==> config.mk <==
export PLATFORM = sky130hd
export DESIGN_NAME = noise_channel
export DESIGN_NICKNAME = d
export VERILOG_FILES = /design/src/rtl/noise_pkg.sv /design/src/rtl/noise_envelope.sv /design/src/rtl/noise_channel.sv
export SDC_FILE = /design/constraint.sdc
export NUM_CORES = 1
export LEC_CHECK = 0
export CORE_ASPECT_RATIO = 0.5
export CORE_MARGIN = 3
export CORE_UTILIZATION = 30
export CTS_BUF_LIST = sky130_fd_sc_hd__clkbuf_4 sky130_fd_sc_hd__clkbuf_8
export DETAILED_ROUTE_END_ITERATION = 10
export PLACE_DENSITY = 0.57
export SLEW_MARGIN = 10
export SYNTH_ARGS = -nofsm -noshare
export SYNTH_HDL_FRONTEND = slang
export SYNTH_SLANG_ARGS = --single-unit
==> constraint.sdc <==
create_clock -name clk -period 7.3 [get_ports clk]
set_input_delay 2.19 -clock clk [delete_from_list [all_inputs] [get_ports clk]]
set_output_delay 2.19 -clock clk [all_outputs]
set_load 0.02 [all_outputs]
==> src/rtl/noise_pkg.sv <==
// noise_pkg: shared constants and helpers for the APU noise channel.
//   PTABLE_NTSC / PTABLE_PAL : timer periods indexed by $400E[3:0]
//   LTABLE                   : 2A03 length-counter load values indexed by $400F[7:3]
//   Addr*                    : register offsets within the $400C-$400F window
//   f_* functions            : field extraction from register write data
package noise_pkg;

  localparam logic [1:0] AddrCtrl   = 2'd0;  // $400C
  localparam logic [1:0] AddrUnused = 2'd1;  // $400D, no function on this channel
  localparam logic [1:0] AddrPeriod = 2'd2;  // $400E
  localparam logic [1:0] AddrLength = 2'd3;  // $400F

  localparam logic [11:0] PTABLE_NTSC [16] = '{
    12'd4,   12'd8,   12'd16,  12'd32,  12'd64,  12'd96,   12'd128,  12'd160,
    12'd202, 12'd254, 12'd380, 12'd508, 12'd762, 12'd1016, 12'd2034, 12'd4068
  };

  localparam logic [11:0] PTABLE_PAL [16] = '{
    12'd4,   12'd8,   12'd14,  12'd30,  12'd60,  12'd88,  12'd118,  12'd148,
    12'd188, 12'd236, 12'd354, 12'd472, 12'd708, 12'd944, 12'd1890, 12'd3778
  };

  localparam logic [7:0] LTABLE [32] = '{
    8'd10,  8'd254, 8'd20, 8'd2,  8'd40, 8'd4,  8'd80, 8'd6,
    8'd160, 8'd8,   8'd60, 8'd10, 8'd14, 8'd12, 8'd26, 8'd14,
    8'd12,  8'd16,  8'd24, 8'd18, 8'd48, 8'd20, 8'd96, 8'd22,
    8'd192, 8'd24,  8'd72, 8'd26, 8'd16, 8'd28, 8'd32, 8'd30
  };

  function automatic logic f_halt_loop(input logic [7:0] d);
    return d[5];
  endfunction

  function automatic logic f_const_vol(input logic [7:0] d);
    return d[4];
  endfunction

  function automatic logic [3:0] f_vol_n(input logic [7:0] d);
    return d[3:0];
  endfunction

  function automatic logic f_mode(input logic [7:0] d);
    return d[7];
  endfunction

  function automatic logic [3:0] f_period_idx(input logic [7:0] d);
    return d[3:0];
  endfunction

  function automatic logic [4:0] f_len_idx(input logic [7:0] d);
    return d[7:3];
  endfunction

  function automatic logic [11:0] period_lookup(input logic pal, input logic [3:0] idx);
    return pal ? PTABLE_PAL[idx] : PTABLE_NTSC[idx];
  endfunction

  // Largest period in the selected table; sizes the timer check at elaboration.
  function automatic int unsigned ptable_max(input logic pal);
    int unsigned m;
    m = 0;
    for (int i = 0; i < 16; i++) begin
      if (int'(period_lookup(pal, 4'(i))) > int'(m)) m = int'(period_lookup(pal, 4'(i)));
    end
    return m;
  endfunction

endpackage

==> src/rtl/noise_envelope.sv <==
// noise_envelope: APU envelope generator (shared with the pulse channels).
//   clk, rst   : clock, synchronous active-high reset
//   qframe     : quarter-frame strobe, clocks the divider/decay counter
//   start      : restart request; seen on qframe, reloads decay to 15
//   loop       : wrap decay from 0 back to 15
//   const_vol  : output n directly instead of the decay level
//   n          : divider reload / constant volume
//   vol[3:0]   : current volume
module noise_envelope (
  input  logic       clk,
  input  logic       rst,
  input  logic       qframe,
  input  logic       start,
  input  logic       loop,
  input  logic       const_vol,
  input  logic [3:0] n,
  output logic [3:0] vol
);

  logic [3:0] decay_q, decay_d;
  logic [3:0] div_q, div_d;

  always_comb begin
    decay_d = decay_q;
    div_d   = div_q;
    if (qframe) begin
      if (start) begin
        decay_d = 4'd15;
        div_d   = n;
      end else if (div_q == 4'd0) begin
        div_d = n;
        if (decay_q != 4'd0) begin
          decay_d = decay_q - 4'd1;
        end else if (loop) begin
          decay_d = 4'd15;
        end
      end else begin
        div_d = div_q - 4'd1;
      end
    end
  end

  always_ff @(posedge clk) begin
    if (rst) begin
      decay_q <= 4'd0;
      div_q   <= 4'd0;
    end else begin
      decay_q <= decay_d;
      div_q   <= div_d;
    end
  end

  assign vol = const_vol ? n : decay_q;

endmodule

==> src/rtl/noise_channel.sv <==
// noise_channel: APU noise channel (timer, LFSR, length counter, envelope).
//   clk, rst   : clock, synchronous active-high reset
//   tick       : APU timer enable
//   qframe     : quarter-frame strobe (envelope)
//   hframe     : half-frame strobe (length counter)
//   wr_en      : register write strobe
//   wr_addr    : 0=$400C 1=$400D(ignored) 2=$400E 3=$400F
//   wr_data    : write data
//   len_en     : status-register channel enable; 0 holds length at 0
//   sample     : registered 4-bit output to the mixer
//   len_active : registered, length counter non-zero
module noise_channel
  import noise_pkg::*;
#(
  parameter int unsigned LFSR_W    = 15,
  parameter int unsigned SHORT_TAP = 6,
  parameter int unsigned TIMER_W   = 12,
  parameter int unsigned PAL       = 0
) (
  input  logic       clk,
  input  logic       rst,
  input  logic       tick,
  input  logic       qframe,
  input  logic       hframe,
  input  logic       wr_en,
  input  logic [1:0] wr_addr,
  input  logic [7:0] wr_data,
  input  logic       len_en,
  output logic [3:0] sample,
  output logic       len_active
);

  localparam logic        PalSel      = (PAL != 0);
  localparam int unsigned PeriodMaxM1 = ptable_max(PalSel) - 1;

  if (TIMER_W < $clog2(PeriodMaxM1 + 1)) begin : g_timer_w_err
    $error("TIMER_W too narrow for the selected period table");
  end

  logic               loop_q, loop_d;
  logic               const_q, const_d;
  logic [3:0]         n_q, n_d;
  logic               mode_q, mode_d;
  logic [3:0]         pi_q, pi_d;
  logic               env_start_q, env_start_d;
  logic [TIMER_W-1:0] timer_q, timer_d;
  logic [LFSR_W-1:0]  lfsr_q, lfsr_d;
  logic [7:0]         length_q, length_d;
  logic [3:0]         sample_q, sample_d;
  logic               len_active_q, len_active_d;
  logic               lfsr_fb;
  logic [3:0]         env_vol;

  assign lfsr_fb = lfsr_q[0] ^ (mode_q ? lfsr_q[SHORT_TAP] : lfsr_q[1]);

  noise_envelope u_envelope (
    .clk       (clk),
    .rst       (rst),
    .qframe    (qframe),
    .start     (env_start_q),
    .loop      (loop_q),
    .const_vol (const_q),
    .n         (n_q),
    .vol       (env_vol)
  );

  always_comb begin
    loop_d      = loop_q;
    const_d     = const_q;
    n_d         = n_q;
    mode_d      = mode_q;
    pi_d        = pi_q;
    env_start_d = env_start_q;
    timer_d     = timer_q;
    lfsr_d      = lfsr_q;
    length_d    = length_q;

    // New period only applies at the next reload, so $400E never touches timer_q.
    if (tick) begin
      if (timer_q == '0) begin
        timer_d = TIMER_W'(period_lookup(PalSel, pi_q) - 12'd1);
        lfsr_d  = {lfsr_fb, lfsr_q[LFSR_W-1:1]};
      end else begin
        timer_d = timer_q - TIMER_W'(1);
      end
    end

    if (hframe && (length_q != 8'd0) && !loop_q) begin
      length_d = length_q - 8'd1;
    end

    // The envelope consumes the pre-write start flag; a coincident $400F write re-arms it below.
    if (qframe) begin
      env_start_d = 1'b0;
    end

    if (wr_en) begin
      case (wr_addr)
        AddrCtrl: begin
          loop_d  = f_halt_loop(wr_data);
          const_d = f_const_vol(wr_data);
          n_d     = f_vol_n(wr_data);
        end
        AddrPeriod: begin
          mode_d = f_mode(wr_data);
          pi_d   = f_period_idx(wr_data);
        end
        AddrLength: begin
          env_start_d = 1'b1;
          if (len_en) begin
            length_d = LTABLE[f_len_idx(wr_data)];
          end
        end
        default: ;
      endcase
    end

    if (!len_en) begin
      length_d = 8'd0;
    end

    sample_d     = (lfsr_q[0] || (length_q == 8'd0)) ? 4'd0 : env_vol;
    len_active_d = (length_q != 8'd0);
  end

  always_ff @(posedge clk) begin
    if (rst) begin
      loop_q       <= 1'b0;
      const_q      <= 1'b0;
      n_q          <= 4'd0;
      mode_q       <= 1'b0;
      pi_q         <= 4'd0;
      env_start_q  <= 1'b0;
      timer_q      <= '0;
      lfsr_q       <= LFSR_W'(1);
      length_q     <= 8'd0;
      sample_q     <= 4'd0;
      len_active_q <= 1'b0;
    end else begin
      loop_q       <= loop_d;
      const_q      <= const_d;
      n_q          <= n_d;
      mode_q       <= mode_d;
      pi_q         <= pi_d;
      env_start_q  <= env_start_d;
      timer_q      <= timer_d;
      lfsr_q       <= lfsr_d;
      length_q     <= length_d;
      sample_q     <= sample_d;
      len_active_q <= len_active_d;
    end
  end

  assign sample     = sample_q;
  assign len_active = len_active_q;

endmodule

==> results of run 1 <==
-- metal layers --
| metal | wire length [um] | GRT usage (%) | up-vias |
|---|---|---|---|
| li1 | - | - | 1448 |
| met1 | 3800 | 16.3 | 1260 |
| met2 | 3020 | 17.8 | 45 |
| met3 | 292 | 4.14 | 8 |
| met4 | 70 | 3.49 | 0 |
| met5 | 0 | 0 | - |
-- kinds of logic (layout without fill, tap and decap cells) --
| logic type | after synthesis | in the layout | synth area share [%] |
|---|---|---|---|
| xor gates and xnor gates | 10 | 10 | 2.62 |
| AOI/OAI and AO/OA | 99 | 99 | 20.1 |
| and+or+nand+nor | 156 | 156 | 24.5 |
| buffers and inverters | 42 | 57 | 5.38 |
| muxes | 21 | 21 | 6.69 |
| DFF | 60 | 60 | 35.9 |
| adders and majority gates | 13 | 13 | 4.78 |
-- where the power goes --
group | leakage [nW] | internal, W | switching [W]
Clock | 0.113 | 0.000203 | 0.000130
Sequential | 0.488 | 0.000367 | 0.0000480
Combinational | 0.744 | 0.000146 | 0.000191
-- cell usage after synthesis, drive strengths merged (7+ instances only) --
library cell / n
a211oi: 13
a21oi: 32
buf: 7
clkbuf: 15
dfxtp: 60
ha: 12
inv: 20
mux2i: 19
nand2: 48
nand2b: 8
nor2: 51
nor3: 16
nor4: 7
o21ai: 14
xnor2: 8
-- worst max path at each step --
| stage | startpoint | end | cells after the start |
|---|---|---|---|
| 3_3_place_gp | tick | timer_q[10] | 6 |
| 6_report | tick | timer_q[10] | 6 |
| 5_1_grt | tick | timer_q[10] | 6 |
| 3_5_place_dp | tick | timer_q[10] | 6 |
| 4_1_cts | tick | timer_q[10] | 6 |
| 2_1_floorplan | wr_data[3] | length_q[2] | 7 |
-- flip-flops by register name, summed over array words and instances, names as in the netlist --
name and flops:
const_q 1, env_start_q 1, len_active 1, length_q 8, lfsr_q 15, loop_q 1
mode_q 1, n_q 4, pi_q 4, sample 4, timer_q 12, u_envelope.decay_q 4
u_envelope.div_q 4
-- worst max-delay path: cells and delay by family --
family	cells	cell delay, ns
AOI/OAI and AO/OA	3	0.46
buffers and inverters	1	0.89
and+or+nand+nor	2	0.87
-- stage by stage --
| step | setup WS [ns] | hold slack [ns] |
|---|---|---|
| after floorplan | 3.83 | 0.432 |
| after detailed placement | 2.78 | 0.445 |
| final | 3.12 | 0.454 |
| after CTS | 3.12 | 0.457 |
| after global placement | 2.86 | 0.441 |
| after global routing | 2.87 | 0.466 |
-- area by class of cell --
cell class                 instances  share of cell area (%)
sequential                        60                    31.2
clock buffer                      11                    3.77
inverter                          20                    1.95
clock inverter                     4                    1.92
timing repair buffer              22                    5.53
multi-input combinational        299                    51.1
tap                              140                    4.55
==> reports/qor.txt, run 1 <==
===============================================================================================
Outcome                                                                            finished clean
Area of all sequential standard cells                                                 1200 um^2
Number of instances in the synthesized netlist                                              401
Leakage power figure                                                                    1.35 nW
Post-route DRC                                                                                0
Global routing usage summed across all routing layers                                     12.0%
# H-tree levels                                                                               3
Max Cap Viol                                                                                  0
Overall power                                                                         0.00108 W
CTS sink count                                                                               60
Sequential-to-total area share from yosys stat                                            35.9%
Cell types with the largest area share after synthesis                             sky130_fd_sc_hd__dfxtp_1 36%, sky130_fd_sc_hd__nor2_1 5.7%, sky130_fd_sc_hd__mux2i_1 5.7%
Post-synthesis sequential element count                                                      60
Critical path's largest stage delay                                                     0.89 ns
Via count normalized by instance count                                                     4.97
Placed Instances                                                                            541
Number of hold buffers added after cts                                                        0
Worst Setup Path Type                                                                    in2reg
Reg2Reg Depth                                                                                11
Site Rows                                                                                    26
Dpl cell area                                                                         3630 um^2
R2r startpoint                                                                       timer_q[2]
Fin area                                                                              3850 um^2
DRT iter0 DRCs                                                                              152
Number of synthesis warnings                                                                  0
CTS tree                                                                                   done
Commonest cells after routing, fill and taps aside                                 60 x sky130_fd_sc_hd__dfxtp_1, 51 x sky130_fd_sc_hd__nor2_1, 48 x sky130_fd_sc_hd__nand2_1, 32 x sky130_fd_sc_hd__a21oi_1, 20 x sky130_fd_sc_hd__clkdlybuf4s50_1
Insertion delay of the later-clocked pin in the worst-skew pair                         0.34 ns
Min-Delay Path Depth                                                                          2
Highest fanout seen on the critical path                                                     20
NumNets Final                                                                               441
Drt first pass iters                                                                          6
Max-slew headroom                                                                         48.0%
Worst-Margin Slew                                                                      0.777 ns
Max Fclk                                                                                239 MHz
Number of buffers added by the clock tree synthesis step                                      9
Sum of overflow across all layers after global routing                                        0
Clock input transition at the sequential cells of the worst setup and hold paths        0.07 ns
Vertical die dimension                                                                  80.7 um
Die outline area                                                                     12500 um^2
Post-DRT Antenna Nets                                                                         0
Quantity of I/O buffers inserted on ports                                                    21
Setup total negative slack                                                                 0 ns
Nature of the critical path startpoint                                                input pin
Antenna violations before repair                                                              0
Share of flip-flops with an asynchronous set or reset after synthesis                        0%
Worst voltage drop across the vdd grid                                                0.0880 mV
Pin count of the biggest net entering global routing                                         51
Root buf cell                                                                      sky130_fd_sc_hd__clkbuf_8
Number of buffers on the longest clock path                                                   2
Routed via count                                                                           2761
Distinct cell type count after synthesis                                                     64
Area growth from synthesis to final layout                                                15.0%
Final critical-path share of the clock period                                             57.2%
Routed WL                                                                               7180 um
Average instance area after synthesis                                                 8.35 um^2
Num ports                                                                                    22
Most common cell after layout, fill and taps aside                                 sky130_fd_sc_hd__dfxtp_1
Cells along the critical path                                                      clkdlybuf4s50_1, nand4_2, nor3_2, a21o_2, a21oi_1, a311oi_1
Setup skew after layout                                                              0.00669 ns
Number of enable flip-flop cells after synthesis                                              0
Fraction of layout instances using a drive strength above 1                               9.13%
Post-synth top area cell                                                           sky130_fd_sc_hd__dfxtp_1
Post-route insts no fill                                                                    556
Filler instances                                                                           1107
Worst Path Arrival                                                                      4.43 ns
DIE WIDTH                                                                                155 um
Routability cong.                                                                         0.793
End of the worst register-to-register path                                           timer_q[4]
Hold Vio Cnt, Final                                                                           0
First-pass GRT wire length                                                             12000 um
Estimated wirelength of the detail-placed design                                        4980 um
P per Cell Area                                                                     282 nW/um^2
Area share of the largest cell type after synthesis                                       35.9%
Max-slew violation total from the final report                                                0
Setup bufs post-CTS                                                                           0
Top flip-flop cell by instance count after synthesis                               sky130_fd_sc_hd__dfxtp_1
Via count of the first global-routing pass                                                 2444
Post-DR wirelength/cell                                                                 12.9 um
# resized after CTS                                                                           0
Beginning of the worst hold path                                                     lfsr_q[10]
Core occupancy in the finished layout                                                     36.5%
Clock period minus final worst setup slack                                              4.18 ns
RSZ-0062 raised after global routing                                                         no
Worst Hold End                                                                       lfsr_q[10]
Antenna cell count                                                                            0
Data required time of the critical path                                                 7.55 ns
Setup slack, reg-to-reg                                                                 4.33 ns
Final setup viols                                                                             0
Cell at the slowest stage of the critical path                                     sky130_fd_sc_hd__clkdlybuf4s50_1
Post-synthesis cell area                                                              3350 um^2
Kind of end point of the critical path                                                     flop
Net count after synthesis                                                                   430
Area of combinational cells with multiple inputs                                      1970 um^2
Worst hold path class                                                                   reg2reg
Core Region                                                                          10500 um^2
Initial core utilization                                                                  31.8%
===============================================================================================
Power figures use the tool's default switching activity.
==> run 2, diff against run 1 <==
PLACE_DENSITY = 0.59   (was 0.57)
clock period = 3.39 ns   (was 7.3 ns; I/O delays follow)
==> run 2 against run 1 <==
Wire length is 0.85% lower. Worst setup slack lost 2.4 ns. Clock skew up 0.0013 ns. Via count rose by 1.1%. Utilization is essentially flat. Final area about the same. Sequential share of layout area about the same. Largest cell class unchanged.
==> reports/qor.txt, run 2 (same netlist as run 1, synthesis figures left out) <==
===============================================================================================
Die outline area                                                                     12500 um^2   unchanged
Drt first pass iters                                                                          5   was 6
Max-slew violation total from the final report                                                0   unchanged
Via count normalized by instance count                                                     4.98   was 4.97
Post-DR wirelength/cell                                                                 12.7 um   was 12.9 um
Antenna cell count                                                                            0   unchanged
Via count of the first global-routing pass                                                 2460   was 2444
Sum of overflow across all layers after global routing                                        0   unchanged
Post-DRT Antenna Nets                                                                         0   unchanged
RSZ-0062 raised after global routing                                                         no   unchanged
Data required time of the critical path                                                 3.65 ns   was 7.55 ns
Number of hold buffers added after cts                                                        0   unchanged
Outcome                                                                            finished clean   unchanged
Routed via count                                                                           2791   was 2761
Commonest cells after routing, fill and taps aside                                 60 x sky130_fd_sc_hd__dfxtp_1, 51 x sky130_fd_sc_hd__nor2_1, 48 x sky130_fd_sc_hd__nand2_1, 32 x sky130_fd_sc_hd__a21oi_1, 20 x sky130_fd_sc_hd__clkdlybuf4s50_1   unchanged
NumNets Final                                                                               445   was 441
Max Fclk                                                                                370 MHz
Leakage power figure                                                                    1.34 nW   was 1.35 nW
Critical path's largest stage delay                                                     0.49 ns   was 0.89 ns
Cell at the slowest stage of the critical path                                     sky130_fd_sc_hd__nor4_4   was sky130_fd_sc_hd__clkdlybuf4s50_1
Final critical-path share of the clock period                                             79.7%
Dpl cell area                                                                         3660 um^2   was 3630 um^2
Most common cell after layout, fill and taps aside                                 sky130_fd_sc_hd__dfxtp_1   unchanged
Worst Setup Path Type                                                                   reg2reg   was in2reg
Flip-flop count of the largest register, all copies and words added                          15   unchanged
DIE WIDTH                                                                                155 um   unchanged
Number of buffers added by the clock tree synthesis step                                      9   unchanged
Quantity of I/O buffers inserted on ports                                                    21   unchanged
Buf/Inv on CP                                                                                 0   was 1
Cells along the critical path                                                      nor4_4, nand3_4, a2111oi_0, nor2_1, ha_1, nand2b_1, nor2_1, o21ba_2, o22ai_1, a22oi_1, a211oi_1   was clkdlybuf4s50_1, nand4_2, nor3_2, a21o_2, a21oi_1, a311oi_1
Dominant cell type by count on the critical path                                   sky130_fd_sc_hd__nor2_1
Fin area                                                                              3850 um^2   about the same
Final setup viols                                                                             0   unchanged
Routed WL                                                                               7120 um   was 7180 um
Setup total negative slack                                                                 0 ns   unchanged
Max Cap Viol                                                                                  0   unchanged
P per Cell Area                                                                     578 nW/um^2   was 282 nW/um^2
Hold Vio Cnt, Final                                                                           0   unchanged
Worst Path Arrival                                                                      2.96 ns   was 4.43 ns
CTS tree                                                                                   done   unchanged
Setup skew after layout                                                              0.00802 ns   was 0.00669 ns
Area of combinational cells with multiple inputs                                      1970 um^2   unchanged
Estimated wirelength of the detail-placed design                                        5050 um   was 4980 um
Setup bufs post-CTS                                                                           0   unchanged
Post-layout worst setup margin                                                         0.688 ns   was 3.12 ns
Worst hold path class                                                                   reg2reg   unchanged
DRT iter0 DRCs                                                                              220   was 152
Root buf cell                                                                      sky130_fd_sc_hd__clkbuf_8   unchanged
Area growth from synthesis to final layout                                                15.0%   about the same
Post-route insts no fill                                                                    561   was 556
Initial core utilization                                                                  31.8%   unchanged
Filler instances                                                                           1100   was 1107
Core Region                                                                          10500 um^2   unchanged
First-pass GRT wire length                                                             12000 um   about the same
Insertion delay of the later-clocked pin in the worst-skew pair                         0.34 ns   about the same
Largest delay share family, worst path                                             compound AO/OA/AOI/OAI gates   was buffers and inverters
Nature of the critical path startpoint                                                     flop   was input pin
Worst-Margin Slew                                                                      0.716 ns   was 0.777 ns
Pin count of the biggest net entering global routing                                         28   was 51
# resized after CTS                                                                           0   unchanged
Highest fanout seen on the critical path                                                      8   was 20
Clock input transition at the sequential cells of the worst setup and hold paths        0.07 ns   about the same
Largest registers in the final layout                                              lfsr_q (15), timer_q (12), length_q (8)   unchanged
Max-slew headroom                                                                         52.1%   was 48.0%
Num ports                                                                                    22   unchanged
Area of all sequential standard cells                                                 1200 um^2   unchanged
Core occupancy in the finished layout                                                     36.5%   about the same
Post-route DRC                                                                                0   unchanged
Fraction of layout instances using a drive strength above 1                               10.2%   was 9.13%
Worst slack, placed                                                                    0.385 ns   was 2.78 ns
# H-tree levels                                                                               3   unchanged
Register name with the most flops                                                        lfsr_q   unchanged
Clock period minus final worst setup slack                                              2.70 ns
Placed Instances                                                                            545   was 541
Global routing usage summed across all routing layers                                     11.7%   was 12.0%
Kind of end point of the critical path                                                     flop   unchanged
Vertical die dimension                                                                  80.7 um   unchanged
Routability cong.                                                                         0.811   was 0.793
Antenna violations before repair                                                              0   unchanged
Worst voltage drop across the vdd grid                                                 0.167 mV   was 0.0880 mV
Number of buffers on the longest clock path                                                   2   unchanged
CTS sink count                                                                               60   unchanged
Site Rows                                                                                    26   unchanged
===============================================================================================
run 2: final timing paths:
check,from,endpoint,slack (ns),depth (start not counted)
max reg2reg,timer_q[3],timer_q[4],0.69,11
max,timer_q[3],timer_q[4],0.69,11
min,lfsr_q[13],lfsr_q[12],0.45,2
min reg2reg,lfsr_q[13],lfsr_q[12],0.45,2
run 2: where the power goes:
part | switching [W] | leakage (nW) | total (W) | internal, W
Combinational | 0.000413 | 0.763 | 0.000733 | 0.000320
Clock | 0.000293 | 0.0876 | 0.000597 | 0.000304
Sequential | 0.000103 | 0.488 | 0.000893 | 0.000790
run 2: final cells by class:
| type | count | area share [%] |
|---|---|---|
| Timing Repair Buffer | 26 | 6.31 |
| Sequential cell | 60 | 31.2 |
| Tap cell | 140 | 4.55 |
| Clock buffer | 11 | 3.93 |
| Clock inverter | 5 | 0.943 |
| Inverter | 20 | 1.95 |
| Multi-Input combinational cell | 299 | 51.1 |
run 2: per-stage QoR:
step | total power, W | hold WS (ns)
after floorplan | 0.00148 | 0.432
after global routing | 0.00238 | 0.461
after global placement | 0.00163 | 0.438
final | 0.00222 | 0.453
after detailed placement | 0.00164 | 0.445
after CTS | 0.00225 | 0.455
run 2: tightest hold or removal path: cells and delay by family (launching register included):
| kind | cells | cell delay [ns] |
|---|---|---|
| simple gates | 1 | 0.05 |
| flops | 1 | 0.31 |
| compound gates | 1 | 0.05 |
run 2: layer usage:
metal	global-route usage (%)	vias up	part of all wire (%)	wire, um
met2	17.9	25	44	3100
met3	2.91	4	2.2	157
met5	0	-	0	0
met4	4.19	0	0.62	44
li1	-	1465	-	-
met1	16.1	1297	54	3820
==> run 3, diff against run 2 <==
clock period = 2.2 ns   (was 3.39 ns; I/O delays follow)
==> run 3 against run 2 <==
Via count up 5.7%. Worst hold slack got worse by 0.0086 ns. Critical path depth did not move. Clock skew up 0.0064 ns. Clock power grew 64%. Utilization up 4.5 points. Die area did not move. Critical endpoint unchanged. Largest cell class unchanged.
==> reports/qor.txt, run 3 (same netlist as run 1, synthesis figures left out) <==
===============================================================================================
Outcome                                                                            finished clean   unchanged
Post-DR wirelength/cell                                                                 12.3 um   was 12.7 um
RSZ-0062 raised after global routing                                                        yes   was no
Sum of overflow across all layers after global routing                                        0   unchanged
Vertical die dimension                                                                  80.7 um   unchanged
Most common cell after layout, fill and taps aside                                 sky130_fd_sc_hd__buf_4   was sky130_fd_sc_hd__dfxtp_1
Core Region                                                                          10500 um^2   unchanged
Setup total negative slack                                                                 0 ns   unchanged
Number of buffers on the longest clock path                                                   2   unchanged
DRT iter0 DRCs                                                                              169   was 220
CTS tree                                                                                   done   unchanged
Number of hold buffers added after cts                                                        0   unchanged
Core occupancy in the finished layout                                                     41.0%   was 36.5%
Setup skew after layout                                                               0.0144 ns   was 0.00802 ns
Placed Instances                                                                            598   was 545
Data required time of the critical path                                                 2.46 ns   was 3.65 ns
CTS sink count                                                                               60   unchanged
Global routing usage summed across all routing layers                                     13.1%   was 11.7%
Min-Delay Path Depth                                                                          2   unchanged
Setup slack, reg-to-reg                                                                 0.05 ns   was 0.69 ns
Flip-flop count of the largest register, all copies and words added                          15   unchanged
Worst-Margin Slew                                                                      0.458 ns   was 0.716 ns
Root buf cell                                                                      sky130_fd_sc_hd__clkbuf_8   unchanged
Post-route insts no fill                                                                    615   was 561
Routability cong.                                                                         0.792   was 0.811
Largest registers in the final layout                                              lfsr_q (15), timer_q (12), length_q (8)   unchanged
Area growth from synthesis to final layout                                                29.3%   was 15.0%
Drt first pass iters                                                                          6   was 5
Max-slew violation total from the final report                                                0   unchanged
Kind of end point of the critical path                                                     flop   unchanged
Insertion delay of the later-clocked pin in the worst-skew pair                         0.35 ns   was 0.34 ns
Die outline area                                                                     12500 um^2   unchanged
Fraction of layout instances using a drive strength above 1                               22.5%   was 10.2%
Worst Path Arrival                                                                      2.41 ns   was 2.96 ns
Worst Setup Path Type                                                                   reg2reg   unchanged
Hold Vio Cnt, Final                                                                           0   unchanged
Number of buffers added by the clock tree synthesis step                                      9   unchanged
Post-DRT Antenna Nets                                                                         0   unchanged
Reg2Reg Depth                                                                                11   unchanged
Via count of the first global-routing pass                                                 2821   was 2460
Antenna cell count                                                                            0   unchanged
Final critical-path share of the clock period                                             97.7%   was 79.7%
NumNets Final                                                                               499   was 445
Worst voltage drop across the vdd grid                                                 0.342 mV   was 0.167 mV
Clock period minus final worst setup slack                                              2.15 ns   was 2.70 ns
Antenna violations before repair                                                              0   unchanged
Max Fclk                                                                                465 MHz   was 370 MHz
Register name with the most flops                                                        lfsr_q   unchanged
Final setup viols                                                                             0   unchanged
Quantity of I/O buffers inserted on ports                                                    21   unchanged
Site Rows                                                                                    26   unchanged
Commonest cells after routing, fill and taps aside                                 58 x sky130_fd_sc_hd__buf_4, 56 x sky130_fd_sc_hd__dfxtp_1, 49 x sky130_fd_sc_hd__nor2_1, 48 x sky130_fd_sc_hd__nand2_1, 32 x sky130_fd_sc_hd__a21oi_1   was 60 x sky130_fd_sc_hd__dfxtp_1, 51 x sky130_fd_sc_hd__nor2_1, 48 x sky130_fd_sc_hd__nand2_1, 32 x sky130_fd_sc_hd__a21oi_1, 20 x sky130_fd_sc_hd__clkdlybuf4s50_1
First-pass GRT wire length                                                             13400 um   was 12000 um
Worst hold path class                                                                   reg2reg   unchanged
P per Cell Area                                                                     879 nW/um^2   was 578 nW/um^2
Pin count of the biggest net entering global routing                                         24   was 28
Leakage power figure                                                                    1.63 nW   was 1.34 nW
Num ports                                                                                    22   unchanged
Max Cap Viol                                                                                  0   unchanged
Estimated wirelength of the detail-placed design                                        5620 um   was 5050 um
Routed via count                                                                           2951   was 2791
# H-tree levels                                                                               3   unchanged
Routed WL                                                                               7590 um   was 7120 um
Max-slew headroom                                                                         68.7%   was 52.1%
Clock input transition at the sequential cells of the worst setup and hold paths        0.08 ns   was 0.07 ns
Post-route DRC                                                                                0   unchanged
Initial core utilization                                                                  31.8%   unchanged
Filler instances                                                                           1071   was 1100
Via count normalized by instance count                                                     4.80   was 4.98
Nature of the critical path startpoint                                                     flop   unchanged
Highest fanout seen on the critical path                                                      3   was 8
DIE WIDTH                                                                                155 um   unchanged
===============================================================================================
==> run 3: worst paths after layout <==
check	end	start
hold reg to reg	lfsr_q[8]	lfsr_q[9]
setup reg to reg	timer_q[4]	timer_q[4]
setup / recovery	timer_q[4]	timer_q[4]
hold / removal	lfsr_q[8]	lfsr_q[9]
==> run 3: timing repair <==
action	CTS	global route
resized for setup	3	5
pin swaps	3	5
setup buffers	0	1
endpoints found under the setup margin	3	4
==> run 3: area by class of cell <==
cell class                 count  area (um^2)  share of cell area, %
multi-input combinational    299         2020                   46.6
sequential                    60         1210                   27.9
timing repair buffer          80          661                   15.3
tap                          140          175                   4.05
clock buffer                  11          139                   3.21
inverter                      20         75.1                   1.74
clock inverter                 5         52.6                   1.21
==> run 3: worst max-delay path, cell delays in order, from the launching register on <==
cell and delay [ns]:
sky130_fd_sc_hd__dfxtp_2 0.34, sky130_fd_sc_hd__nor4_4 0.37, sky130_fd_sc_hd__nand3_4 0.12, sky130_fd_sc_hd__a2111oi_4 0.20, sky130_fd_sc_hd__nor2_1 0.07, sky130_fd_sc_hd__ha_2 0.19, sky130_fd_sc_hd__nand2b_1 0.10, sky130_fd_sc_hd__nor2_2 0.06
sky130_fd_sc_hd__o21ba_4 0.19, sky130_fd_sc_hd__o22ai_2 0.12, sky130_fd_sc_hd__a22oi_1 0.11, sky130_fd_sc_hd__a211oi_1 0.19
==> run 3: metal layers <==
layer / global-route usage (%) / up-vias / part of all wire [%]
met5: 0 / - / 0
met4: 4.19 / 0 / 0.96
met3: 3.50 / 6 / 2.9
met2: 20.9 / 24 / 44
met1: 17.3 / 1357 / 52
li1: - / 1564 / -
==> run 3: per-stage QoR <==
step	setup slack, ns	hold slack (ns)	power [W]	instance area [um^2]
after floorplan	0.0498	0.432	0.00229	3370
after global placement	-0.271	0.440	0.00279	4090
after detailed placement	-0.245	0.444	0.00280	4090
after CTS	0.00998	0.447	0.00383	4310
after global routing	-0.122	0.468	0.00408	4330
final	0.0514	0.444	0.00380	4330
==> run 3: report_power, final <==
| part | switching (W) | internal (W) | total, W | leakage, nW |
|---|---|---|---|---|
| clock network | 0.000440 | 0.000543 | 0.000982 | 0.0999 |
| registers | 0.000125 | 0.00122 | 0.00135 | 0.490 |
| logic | 0.000747 | 0.000727 | 0.00147 | 1.04 |
